## config.mk

```make
export PLATFORM = sky130hd
export DESIGN_NAME = hazard_ctrl
export DESIGN_NICKNAME = d
export VERILOG_FILES = /design/src/rtl/riscv_pkg.sv /design/src/rtl/hazard_ctrl_fwd_sel.sv /design/src/rtl/hazard_ctrl.sv
export SDC_FILE = /design/constraint.sdc
export NUM_CORES = 1
export LEC_CHECK = 0
export ABC_AREA = 1
export CORE_MARGIN = 3
export CORE_UTILIZATION = 30
export CTS_BUF_LIST = sky130_fd_sc_hd__clkbuf_2
export CTS_CLUSTER_SIZE = 10
export DETAILED_ROUTE_END_ITERATION = 12
export GPL_ROUTABILITY_DRIVEN = 0
export PLACE_DENSITY = 0.6
export SKIP_LAST_GASP = 1
export SLEW_MARGIN = 20
export SYNTH_ARGS = -nofsm -noshare
export SYNTH_HDL_FRONTEND = slang
export SYNTH_HIERARCHICAL = 1
export SYNTH_SLANG_ARGS = --single-unit
```

## constraint.sdc

```tcl
create_clock -name clk -period 4.2 [get_ports clk]
set_input_delay 0.63 -clock clk [delete_from_list [all_inputs] [get_ports clk]]
set_output_delay 0.63 -clock clk [all_outputs]
set_load 0.005 [all_outputs]
```

## src/rtl/riscv_pkg.sv

```systemverilog
// Shared pipeline-control types for the RISC-V core.
// Contents:
//   fwd_sel_e  - operand-source select for the EX stage operand muxes
//   hz_state_e - hazard controller FSM states
//   CNT_MAX    - saturation value of the 16-bit event counters
//   sat_inc    - saturating increment helper for those counters
package riscv_pkg;

    typedef enum logic [1:0] {
        FWD_RF    = 2'b00,  // register file value
        FWD_EXMEM = 2'b01,  // EX_MEM ALU result
        FWD_MEMWB = 2'b10,  // MEM_WB result
        FWD_WB    = 2'b11   // WB holdover register
    } fwd_sel_e;

    typedef enum logic [0:0] {
        RUN        = 1'b0,
        FLUSH_PEND = 1'b1   // redirect seen during a memory stall, flush owed
    } hz_state_e;

    localparam logic [15:0] CNT_MAX = 16'hFFFF;

    // Increment that sticks at CNT_MAX instead of wrapping.
    function automatic logic [15:0] sat_inc(input logic [15:0] value);
        logic [15:0] result;
        if (value == CNT_MAX) begin
            result = value;
        end else begin
            result = value + 16'd1;
        end
        return result;
    endfunction

endpackage

```

## src/rtl/hazard_ctrl_fwd_sel.sv

```systemverilog
// Forwarding priority encoder for one EX operand.
// Ports:
//   use_rs    - in: the IF_ID instruction actually reads this operand
//   hit_idex  - in: source register matches ID_EX_rd (youngest producer)
//   hit_exmem - in: source register matches EX_MEM_rd
//   hit_memwb - in: source register matches MEM_WB_rd (oldest producer)
//   sel       - out: operand source select, fwd_sel_e encoding
// The youngest producer wins. Match flags for an unread operand are ignored.
module fwd_sel
    import riscv_pkg::*;
(
    input  logic       use_rs,
    input  logic       hit_idex,
    input  logic       hit_exmem,
    input  logic       hit_memwb,
    output logic [1:0] sel
);

    // Priority select; the youngest in-flight producer holds the newest value.
    always_comb begin
        sel = FWD_RF;
        if (!use_rs) begin
            sel = FWD_RF;
        end else if (hit_idex) begin
            sel = FWD_EXMEM;
        end else if (hit_exmem) begin
            sel = FWD_MEMWB;
        end else if (hit_memwb) begin
            sel = FWD_WB;
        end else begin
            sel = FWD_RF;
        end
    end

endmodule

```

## src/rtl/hazard_ctrl.sv

```systemverilog
// Pipeline hazard controller: load-use stalls, branch flushes, memory
// freezes and registered forwarding selects for the EX stage.
// Ports:
//   clk, rst_n                 - clock (rising edge), async active-low reset
//   zero1/zero2                - IF_ID rs1/rs2 match ID_EX_rd
//   zero3/zero4                - IF_ID rs1/rs2 match EX_MEM_rd
//   zeroa/zerob                - IF_ID rs1/rs2 match MEM_WB_rd
//   uses_rs1/uses_rs2          - IF_ID instruction reads rs1/rs2
//   ID_EX_memread              - ID_EX holds a load
//   br_redirect                - taken branch/jump resolved in EX (pulse)
//   mem_stall                  - memory not ready, freeze everything
//   pc_we, if_id_we            - PC / IF_ID write enables
//   id_ex_bubble, if_id_flush  - insert bubble into ID_EX / squash IF_ID
//   fwd_a, fwd_b               - registered operand selects for EX
//   stall_cnt, flush_cnt       - saturating event counters
module hazard_ctrl
    import riscv_pkg::*;
(
    input  logic        clk,
    input  logic        rst_n,
    input  logic        zero1,
    input  logic        zero2,
    input  logic        zero3,
    input  logic        zero4,
    input  logic        zeroa,
    input  logic        zerob,
    input  logic        uses_rs1,
    input  logic        uses_rs2,
    input  logic        ID_EX_memread,
    input  logic        br_redirect,
    input  logic        mem_stall,
    output logic        pc_we,
    output logic        if_id_we,
    output logic        id_ex_bubble,
    output logic        if_id_flush,
    output logic [1:0]  fwd_a,
    output logic [1:0]  fwd_b,
    output logic [15:0] stall_cnt,
    output logic [15:0] flush_cnt
);

    hz_state_e   state_r;
    hz_state_e   next_state_s;
    logic        lu_hazard_s;
    logic        stall_ev_s;
    logic        pc_we_s;
    logic        if_id_we_s;
    logic        bubble_s;
    logic        flush_s;
    logic [1:0]  enc_a_s;
    logic [1:0]  enc_b_s;
    logic [1:0]  fwd_a_r;
    logic [1:0]  fwd_b_r;
    logic [15:0] stall_cnt_r;
    logic [15:0] flush_cnt_r;

    assign lu_hazard_s = ID_EX_memread & ((zero1 & uses_rs1) | (zero2 & uses_rs2));

    fwd_sel u_fwd_a (
        .use_rs    (uses_rs1),
        .hit_idex  (zero1),
        .hit_exmem (zero3),
        .hit_memwb (zeroa),
        .sel       (enc_a_s)
    );

    fwd_sel u_fwd_b (
        .use_rs    (uses_rs2),
        .hit_idex  (zero2),
        .hit_exmem (zero4),
        .hit_memwb (zerob),
        .sel       (enc_b_s)
    );

    // FSM state register; reset drops any owed flush.
    always_ff @(posedge clk or negedge rst_n) begin
        if (!rst_n) begin
            state_r <= RUN;
        end else begin
            state_r <= next_state_s;
        end
    end

    // Next state and pipeline controls. Priority: reset, memory freeze,
    // flush (owed or new), load-use stall, normal advance.
    always_comb begin
        next_state_s = state_r;
        pc_we_s      = 1'b1;
        if_id_we_s   = 1'b1;
        bubble_s     = 1'b0;
        flush_s      = 1'b0;
        stall_ev_s   = 1'b0;
        if (!rst_n) begin
            // Hold the front end quiet and the ID_EX slot empty while in reset.
            next_state_s = RUN;
            pc_we_s      = 1'b0;
            if_id_we_s   = 1'b0;
            bubble_s     = 1'b1;
            flush_s      = 1'b1;
        end else if (mem_stall) begin
            pc_we_s    = 1'b0;
            if_id_we_s = 1'b0;
            bubble_s   = 1'b0;
            flush_s    = 1'b0;
            // A redirect during a freeze must not be lost; remember it.
            if (br_redirect || (state_r == FLUSH_PEND)) begin
                next_state_s = FLUSH_PEND;
            end else begin
                next_state_s = RUN;
            end
        end else if (br_redirect || (state_r == FLUSH_PEND)) begin
            // Wrong-path instructions are squashed, so any load-use is moot.
            next_state_s = RUN;
            pc_we_s      = 1'b1;
            if_id_we_s   = 1'b1;
            bubble_s     = 1'b1;
            flush_s      = 1'b1;
        end else if (lu_hazard_s) begin
            next_state_s = RUN;
            pc_we_s      = 1'b0;
            if_id_we_s   = 1'b0;
            bubble_s     = 1'b1;
            stall_ev_s   = 1'b1;
        end else begin
            next_state_s = RUN;
        end
    end

    // Forwarding selects advance with the pipeline; a bubble carries no operands.
    always_ff @(posedge clk or negedge rst_n) begin
        if (!rst_n) begin
            fwd_a_r <= FWD_RF;
            fwd_b_r <= FWD_RF;
        end else if (!mem_stall) begin
            if (bubble_s) begin
                fwd_a_r <= FWD_RF;
                fwd_b_r <= FWD_RF;
            end else begin
                fwd_a_r <= enc_a_s;
                fwd_b_r <= enc_b_s;
            end
        end
    end

    // Saturating stall/flush event counters, frozen with the pipeline.
    always_ff @(posedge clk or negedge rst_n) begin
        if (!rst_n) begin
            stall_cnt_r <= 16'd0;
            flush_cnt_r <= 16'd0;
        end else if (!mem_stall) begin
            if (stall_ev_s) begin
                stall_cnt_r <= sat_inc(stall_cnt_r);
            end
            if (flush_s) begin
                flush_cnt_r <= sat_inc(flush_cnt_r);
            end
        end
    end

    assign pc_we        = pc_we_s;
    assign if_id_we     = if_id_we_s;
    assign id_ex_bubble = bubble_s;
    assign if_id_flush  = flush_s;
    assign fwd_a        = fwd_a_r;
    assign fwd_b        = fwd_b_r;
    assign stall_cnt    = stall_cnt_r;
    assign flush_cnt    = flush_cnt_r;

endmodule

```

==> results of run 1 <==
## critical path: cells and delay by family
kind / cells / cell delay [ns]
AND/OR/NAND/NOR: 1 / 0.14
buffers and inverters: 3 / 1.21
AO/OA/AOI/OAI: 1 / 0.25
## path summary, 6_finish.rpt
kind	from	end	slack (ns)
setup / recovery	mem_stall	id_ex_bubble	1.33
hold / removal	rst_n	flush_cnt[10]$_DFFE_PN0P_	0.11
setup reg to reg	flush_cnt[0]$_DFFE_PN0P_	flush_cnt[8]$_DFFE_PN0P_	2.26
hold reg to reg	fwd_a[0]$_DFFE_PN0N_	fwd_a[0]$_DFFE_PN0N_	0.54
max in group asynchronous	rst_n	stall_cnt[11]$_DFFE_PN0P_	3.42
min in group clk	fwd_a[0]$_DFFE_PN0N_	fwd_a[0]$_DFFE_PN0N_	0.54
## power breakdown
| group | leakage, nW | switching (mW) | internal (mW) |
|---|---|---|---|
| clock | 0.0536 | 0.135 | 0.162 |
| sequential | 0.507 | 0.0447 | 0.384 |
| combinational | 0.809 | 0.0781 | 0.0975 |
## cell families after synthesis
group	synth area share, %
buffers and inverters	7.31
AO/OA/AOI/OAI	3.39
AND/OR/NAND/NOR	43.5
XOR/XNOR	5.56
adder cells (fa/ha/maj)	1.06
flip-flops	39.2
## sequential cells by signal (all words and copies together), names as in the netlist
signal,flops
flush_cnt,16
fwd_b,2
stall_cnt,16
state_r,1
fwd_a,2
## per-layer routing
metal	up-vias	track usage (%)	wire [um]
met3	5	2.87	241
li1	1144	-	-
met5	-	0	0
met2	51	22.3	2580
met4	0	3.61	45
met1	992	17.8	2650
## cell usage in the layout, fill, tap and decap left out, types with 2 or more instances in the layout
master	netlist	final
nand2_1	148	148
clkbuf_2	0	5
nand2_2	8	8
clkdlybuf4s50_1	0	51
xor2_1	4	4
nand3_1	19	19
o21ai_0	9	9
dfrtp_1	37	37
nor2_4	3	3
nand4_1	11	11
ha_1	2	2
a21oi_2	3	3
bufinv_16	0	2
xnor2_1	11	11
nand3b_1	4	4
nor2_1	27	27
inv_2	2	2
nand2_4	2	2
nor3_2	3	3
inv_1	27	27
nor2_2	4	4
## final cells by class
type	count	area, um^2
tap	99	124
clock buffer	5	25.0
multi-input combinational	260	1260
clock inverter	3	68.8
inverter	30	113
fill	778	4400
sequential	37	926
timing repair buffer	53	523
## metrics by stage
step | hold WS (ns) | setup slack, ns | utilization (%)
after CTS | 0.0829 | 1.32 | 40.9
after floorplan | 0.334 | 2.38 | -
after global placement | 0.511 | 1.39 | 39.6
final | 0.106 | 1.33 | 40.9
after global routing | 0.0782 | 1.24 | 40.9
after detailed placement | 0.492 | 1.32 | 39.6
==> flow_results.xml, run 1 <==
<?xml version="1.0" encoding="UTF-8"?>
<metrics>
  <group name="detailed_routing">
    <metric name="drt_iter0_drc" unit="">87</metric>
    <metric name="via_count" unit="">2192</metric>
    <metric name="wire_per_inst" unit="um">11.3</metric>
    <metric name="final_wirelength" unit="um">5530</metric>
    <metric name="drtPass1Iterations" unit="">6</metric>
    <metric name="route.detailed.vias_per_inst" unit="">4.50</metric>
    <metric name="remaining_routing_drc_violations" unit="">0</metric>
    <metric name="drt.antenna.violating_nets" unit="">0</metric>
  </group>
  <group name="sta">
    <metric name="final.setup_skew" unit="ns">0.0197</metric>
    <metric name="timing.fmax" unit="GHz">0.349</metric>
    <metric name="totalNegativeSetupSlack" unit="ns">0</metric>
    <metric name="worst_slew_margin_rel" unit="%">58.8</metric>
    <metric name="timing.final.hold_violations" unit="">0</metric>
    <metric name="drv_slew" unit="">0</metric>
    <metric name="tightest_slew" unit="ns">0.615</metric>
    <metric name="grt_setup_unrepaired" unit="">no</metric>
    <metric name="layout_worst_path_cycle_share" unit="%">68.2</metric>
    <metric name="finalSetupViolations" unit="">0</metric>
    <metric name="finalWorstPathRequiredPeriod" unit="ns">2.87</metric>
  </group>
  <group name="worst_setup_path">
    <metric name="critPathMostFrequentCell" unit="">clkdlybuf4s50_1</metric>
    <metric name="reg2reg_depth" unit="">9</metric>
    <metric name="path_class" unit="">input port to output pin</metric>
    <metric name="max_stage_delay" unit="ns">0.59</metric>
    <metric name="timing.critical_path.cells" unit="">clkdlybuf4s50_1 &gt; o21ai_2 &gt; inv_1 &gt; nand2_1 &gt; clkdlybuf4s50_1</metric>
    <metric name="timing.critical_path.fanout_max" unit="">9</metric>
    <metric name="critical_path_arrival" unit="ns">2.24</metric>
    <metric name="worst-endpoint-required" unit="ns">3.57</metric>
    <metric name="timing.critical_path.slowest_stage_cell" unit="">clkdlybuf4s50_1</metric>
    <metric name="endpoint_kind" unit="">output pin</metric>
    <metric name="cp-start-kind" unit="">input port</metric>
  </group>
  <group name="die">
    <metric name="design.die.area" unit="um^2">8980</metric>
    <metric name="die_h" unit="um">94.8</metric>
    <metric name="floorplan.die.width" unit="um">94.8</metric>
    <metric name="row_count" unit="">31</metric>
    <metric name="initial_core_util" unit="%">31.7</metric>
    <metric name="placeable_core_area" unit="um^2">7450</metric>
    <metric name="ios" unit="">53</metric>
  </group>
  <group name="finish">
    <metric name="area_growth_syn_to_layout" unit="%">28.8</metric>
    <metric name="final_nets" unit="">402</metric>
    <metric name="drive_gt1_share" unit="%">9.54</metric>
    <metric name="instances_no_fill" unit="">487</metric>
    <metric name="final_area" unit="um^2">3040</metric>
    <metric name="antennaDiodeCount" unit="">0</metric>
  </group>
  <group name="placed_design">
    <metric name="hpwlAfterDp" unit="um">4140</metric>
    <metric name="numPlacedInstances" unit="">479</metric>
    <metric name="placed_cell_area" unit="um^2">2950</metric>
    <metric name="place.port_buffers" unit="">52</metric>
  </group>
  <group name="clocking">
    <metric name="clk_latency" unit="ns">0.41</metric>
    <metric name="cts.sink_count" unit="">37</metric>
    <metric name="cts_post_setup_buffers_inserted" unit="">0</metric>
    <metric name="cts_resized" unit="">0</metric>
    <metric name="tritoncts" unit="">yes</metric>
    <metric name="cts.clk_slew.worst_paths" unit="ns">0.23</metric>
    <metric name="ctsRootBufferMaster" unit="">clkbuf_2</metric>
    <metric name="cts-buffers-inserted" unit="">5</metric>
    <metric name="cts_hold_repair.buffers" unit="">0</metric>
    <metric name="max-clock-path-buffers" unit="">2</metric>
    <metric name="h-tree-depth" unit="">2</metric>
  </group>
  <group name="logic_synthesis">
    <metric name="synth_cell_type_count" unit="">24</metric>
    <metric name="synth.net_count" unit="">348</metric>
    <metric name="synth_top_area_share" unit="%">39.2</metric>
    <metric name="synth.top_cells.by_area" unit="">dfrtp_1 (39%), nand2_1 (24%), inv_1 (4.3%)</metric>
    <metric name="ys_seq_elements" unit="">37</metric>
    <metric name="synth.most_common_cell" unit="">nand2_1</metric>
    <metric name="avg_synthesized_cell_area" unit="um^2">7.10</metric>
    <metric name="synth_largest_area_cell" unit="">dfrtp_1</metric>
    <metric name="yosysWarnings" unit="">6</metric>
    <metric name="synth_enable_flop_cells" unit="">0</metric>
    <metric name="syn-instance-count" unit="">333</metric>
    <metric name="yosys_most_used_dff" unit="">dfrtp_1</metric>
    <metric name="synthArstFlopShare" unit="%">100</metric>
    <metric name="synth.top_cells.by_count" unit="">nand2_1 (148), dfrtp_1 (37), inv_1 (27), nor2_1 (27), nand3_1 (19)</metric>
    <metric name="synth_sequential_area_ratio" unit="%">39.2</metric>
    <metric name="synthesis.area" unit="um^2">2360</metric>
  </group>
  <group name="pwr">
    <metric name="vdd_ir_drop_max" unit="mV">0.144</metric>
    <metric name="leakagePower" unit="nW">1.37</metric>
    <metric name="power_density" unit="nW/um^2">296</metric>
    <metric name="design_power_total" unit="uW">902</metric>
  </group>
  <group name="worst_hold_path">
    <metric name="hold_path_class" unit="">input port to async pin</metric>
  </group>
  <group name="grt">
    <metric name="antenna_found_initial" unit="">0</metric>
    <metric name="largest_net_degree_at_the_start_of_global_routing" unit="">24</metric>
    <metric name="global_route_wire_length_before_repair" unit="um">9690</metric>
    <metric name="number_of_global_route_vias_before_repair" unit="">2110</metric>
    <metric name="groute.usage.overall" unit="%">13.5</metric>
    <metric name="grt-ovfl-total" unit="">0</metric>
  </group>
  <group name="job">
    <metric name="max-cap-violations" unit="">0</metric>
  </group>
  <group name="status">
    <metric name="outcome" unit="">finished clean</metric>
  </group>
</metrics>
Note: power is estimated with default switching activity, not from simulation.
==> run 2: changes to the inputs <==
- clock period: 4.2 -> 2.75 ns (I/O delays scaled with it)
==> run 2 against run 1 <==
Effect of this change: core utilization down 0.067 points; wire length up 0.47%; register-to-register slack worse by 1.4 ns; first-iteration DRC count is 5.7% higher; die area did not move; total power rose by 43%; highest routed layer unchanged.
==> flow_results.xml, run 2 (synthesized netlist as in run 1, its figures left out) <==
<?xml version="1.0" encoding="UTF-8"?>
<metrics>
  <group name="status">
    <metric name="outcome" unit="">finished clean</metric>
  </group>
  <group name="worst_setup_path">
    <metric name="timing.critical_path.fanout_max" unit="">13</metric>
    <metric name="worst-endpoint-required" unit="ns">2.34</metric>
    <metric name="reg2reg_to" unit="">flush_cnt[12]$_DFFE_PN0P_</metric>
    <metric name="critical_path_arrival" unit="ns">2.06</metric>
    <metric name="reg2reg_depth" unit="">9</metric>
    <metric name="r2r-start" unit="">flush_cnt[0]$_DFFE_PN0P_</metric>
    <metric name="cp-start-kind" unit="">input port</metric>
    <metric name="endpoint_kind" unit="">output pin</metric>
    <metric name="path_class" unit="">input port to output pin</metric>
    <metric name="worst-r2r-setup-slack" unit="ns">0.82</metric>
  </group>
  <group name="sta">
    <metric name="layout_worst_path_cycle_share" unit="%">89.9</metric>
    <metric name="timing.fmax" unit="GHz">0.404</metric>
    <metric name="drv_slew" unit="">0</metric>
    <metric name="finalWorstPathRequiredPeriod" unit="ns">2.47</metric>
    <metric name="worst_slew_margin_rel" unit="%">60.0</metric>
    <metric name="grt_setup_unrepaired" unit="">no</metric>
    <metric name="timing.final.hold_violations" unit="">0</metric>
    <metric name="finalSetupViolations" unit="">0</metric>
    <metric name="tightest_slew" unit="ns">0.596</metric>
    <metric name="final.setup_skew" unit="ns">0.0424</metric>
    <metric name="totalNegativeSetupSlack" unit="ns">0</metric>
  </group>
  <group name="die">
    <metric name="row_count" unit="">31</metric>
    <metric name="floorplan.die.width" unit="um">94.8</metric>
    <metric name="ios" unit="">53</metric>
    <metric name="design.die.area" unit="um^2">8980</metric>
    <metric name="die_h" unit="um">94.8</metric>
    <metric name="placeable_core_area" unit="um^2">7450</metric>
    <metric name="initial_core_util" unit="%">31.7</metric>
  </group>
  <group name="grt">
    <metric name="grt-ovfl-total" unit="">0</metric>
    <metric name="global_route_wire_length_before_repair" unit="um">9780</metric>
    <metric name="groute.usage.overall" unit="%">13.8</metric>
    <metric name="largest_net_degree_at_the_start_of_global_routing" unit="">30</metric>
    <metric name="antenna_found_initial" unit="">0</metric>
    <metric name="number_of_global_route_vias_before_repair" unit="">2054</metric>
  </group>
  <group name="pwr">
    <metric name="power_report.internal_total" unit="uW">892</metric>
    <metric name="leakagePower" unit="nW">1.36</metric>
    <metric name="switching_fraction_of_total_power" unit="%">30.8</metric>
    <metric name="pwr-share-comb" unit="%">20.8</metric>
    <metric name="switching_power" unit="uW">397</metric>
    <metric name="power.clock.fraction" unit="%">28.2</metric>
    <metric name="design_power_total" unit="mW">1.29</metric>
    <metric name="power_density" unit="nW/um^2">424</metric>
    <metric name="seqPwrFrac" unit="%">51.0</metric>
    <metric name="vdd_ir_drop_max" unit="mV">0.240</metric>
  </group>
  <group name="clocking">
    <metric name="cts.clk_slew.worst_paths" unit="ns">0.25</metric>
    <metric name="h-tree-depth" unit="">2</metric>
    <metric name="max-clock-path-buffers" unit="">2</metric>
    <metric name="clk_latency" unit="ns">0.42</metric>
    <metric name="cts.sink_count" unit="">37</metric>
    <metric name="ctsRootBufferMaster" unit="">clkbuf_2</metric>
    <metric name="cts-buffers-inserted" unit="">5</metric>
    <metric name="tritoncts" unit="">yes</metric>
  </group>
  <group name="finish">
    <metric name="most-common-layout-cells" unit="">nand2_1 (148), clkdlybuf4s50_1 (51), dfrtp_1 (37), nor2_1 (27), inv_1 (27)</metric>
    <metric name="area_growth_syn_to_layout" unit="%">28.6</metric>
    <metric name="final_common_cell" unit="">nand2_1</metric>
    <metric name="multiInputGateArea" unit="um^2">1260</metric>
    <metric name="final_nets" unit="">404</metric>
    <metric name="ff_latch_area" unit="um^2">926</metric>
    <metric name="drive_gt1_share" unit="%">9.74</metric>
    <metric name="antennaDiodeCount" unit="">0</metric>
    <metric name="num-fill-cells" unit="">792</metric>
  </group>
  <group name="detailed_routing">
    <metric name="wire_per_inst" unit="um">11.4</metric>
    <metric name="drt_iter0_drc" unit="">92</metric>
    <metric name="route.detailed.vias_per_inst" unit="">4.50</metric>
    <metric name="drtPass1Iterations" unit="">6</metric>
    <metric name="remaining_routing_drc_violations" unit="">0</metric>
    <metric name="final_wirelength" unit="um">5550</metric>
    <metric name="via_count" unit="">2200</metric>
    <metric name="drt.antenna.violating_nets" unit="">0</metric>
  </group>
  <group name="placed_design">
    <metric name="place.port_buffers" unit="">52</metric>
    <metric name="hpwlAfterDp" unit="um">4190</metric>
  </group>
  <group name="worst_hold_path">
    <metric name="hold_path_class" unit="">input port to async pin</metric>
  </group>
  <group name="job">
    <metric name="max-cap-violations" unit="">0</metric>
  </group>
</metrics>
## run 2: changes by cell type in the layout (fill, tap and decap cells not counted), sizes merged
cell / change
buf: +1
bufinv: -1
clkinv: +1
clkinvlp: +1
dlygate4sd3: +1
inv: -1
## run 2: power groups by stage
stage          clock network [mW]  registers [mW]  logic [mW]
2_1_floorplan                   0           0.658       0.129
3_3_place_gp                    0           0.666       0.271
3_5_place_dp                    0           0.667       0.273
4_1_cts                     0.375           0.658       0.275
5_1_grt                     0.405           0.668       0.305
6_report                    0.363           0.658       0.268
## run 2: repair_timing
action,CTS,global route
gates resized for setup,0,0
hold buffers,1,0
buffers inserted,0,0
endpoints found under the hold margin,10,0
## run 2: critical path, stage by stage
cell and delay (ns):
dlygate4sd3_1 0.53, buf_2 0.23, o21ai_2 0.12, inv_1 0.08, nand2_1 0.14, clkdlybuf4s50_1 0.54
## run 2: worst max path at each step
stage	slack, ns	end	from
floorplan	1.24	flush_cnt[12]$_DFFE_PN0P_	flush_cnt[0]$_DFFE_PN0P_
global placement	0.48	id_ex_bubble	br_redirect
detailed placement	0.44	id_ex_bubble	br_redirect
CTS	0.24	id_ex_bubble	rst_n
global route	0.11	id_ex_bubble	rst_n
finish	0.28	id_ex_bubble	rst_n
## run 2: per-stage QoR
step                      instance area, um^2  cells  util, %  hold slack, ns  setup slack [ns]
after floorplan                          2360    333        -           0.117              1.24
after global placement                   2960    480     39.7           0.324             0.480
after detailed placement                 2960    480     39.7           0.325             0.441
after CTS                                3040    489     40.8           0.366             0.243
after global routing                     3040    489     40.8           0.363             0.113
final                                    3040    489     40.8           0.369             0.277
## run 2: final cells by class
type	count	area share (%)
well taps	99	4.08
repair buffers	55	17.8
flip-flops and latches	37	30.5
multi-input cells	260	41.6
inverters	30	3.71
clock inverters	3	1.52
clock buffers	5	0.823
## run 2: metal layers
layer,track usage [%],routed length (um)
met1,19.0,2730
met2,22.0,2590
met3,2.71,180
met4,3.73,49
met5,0,0
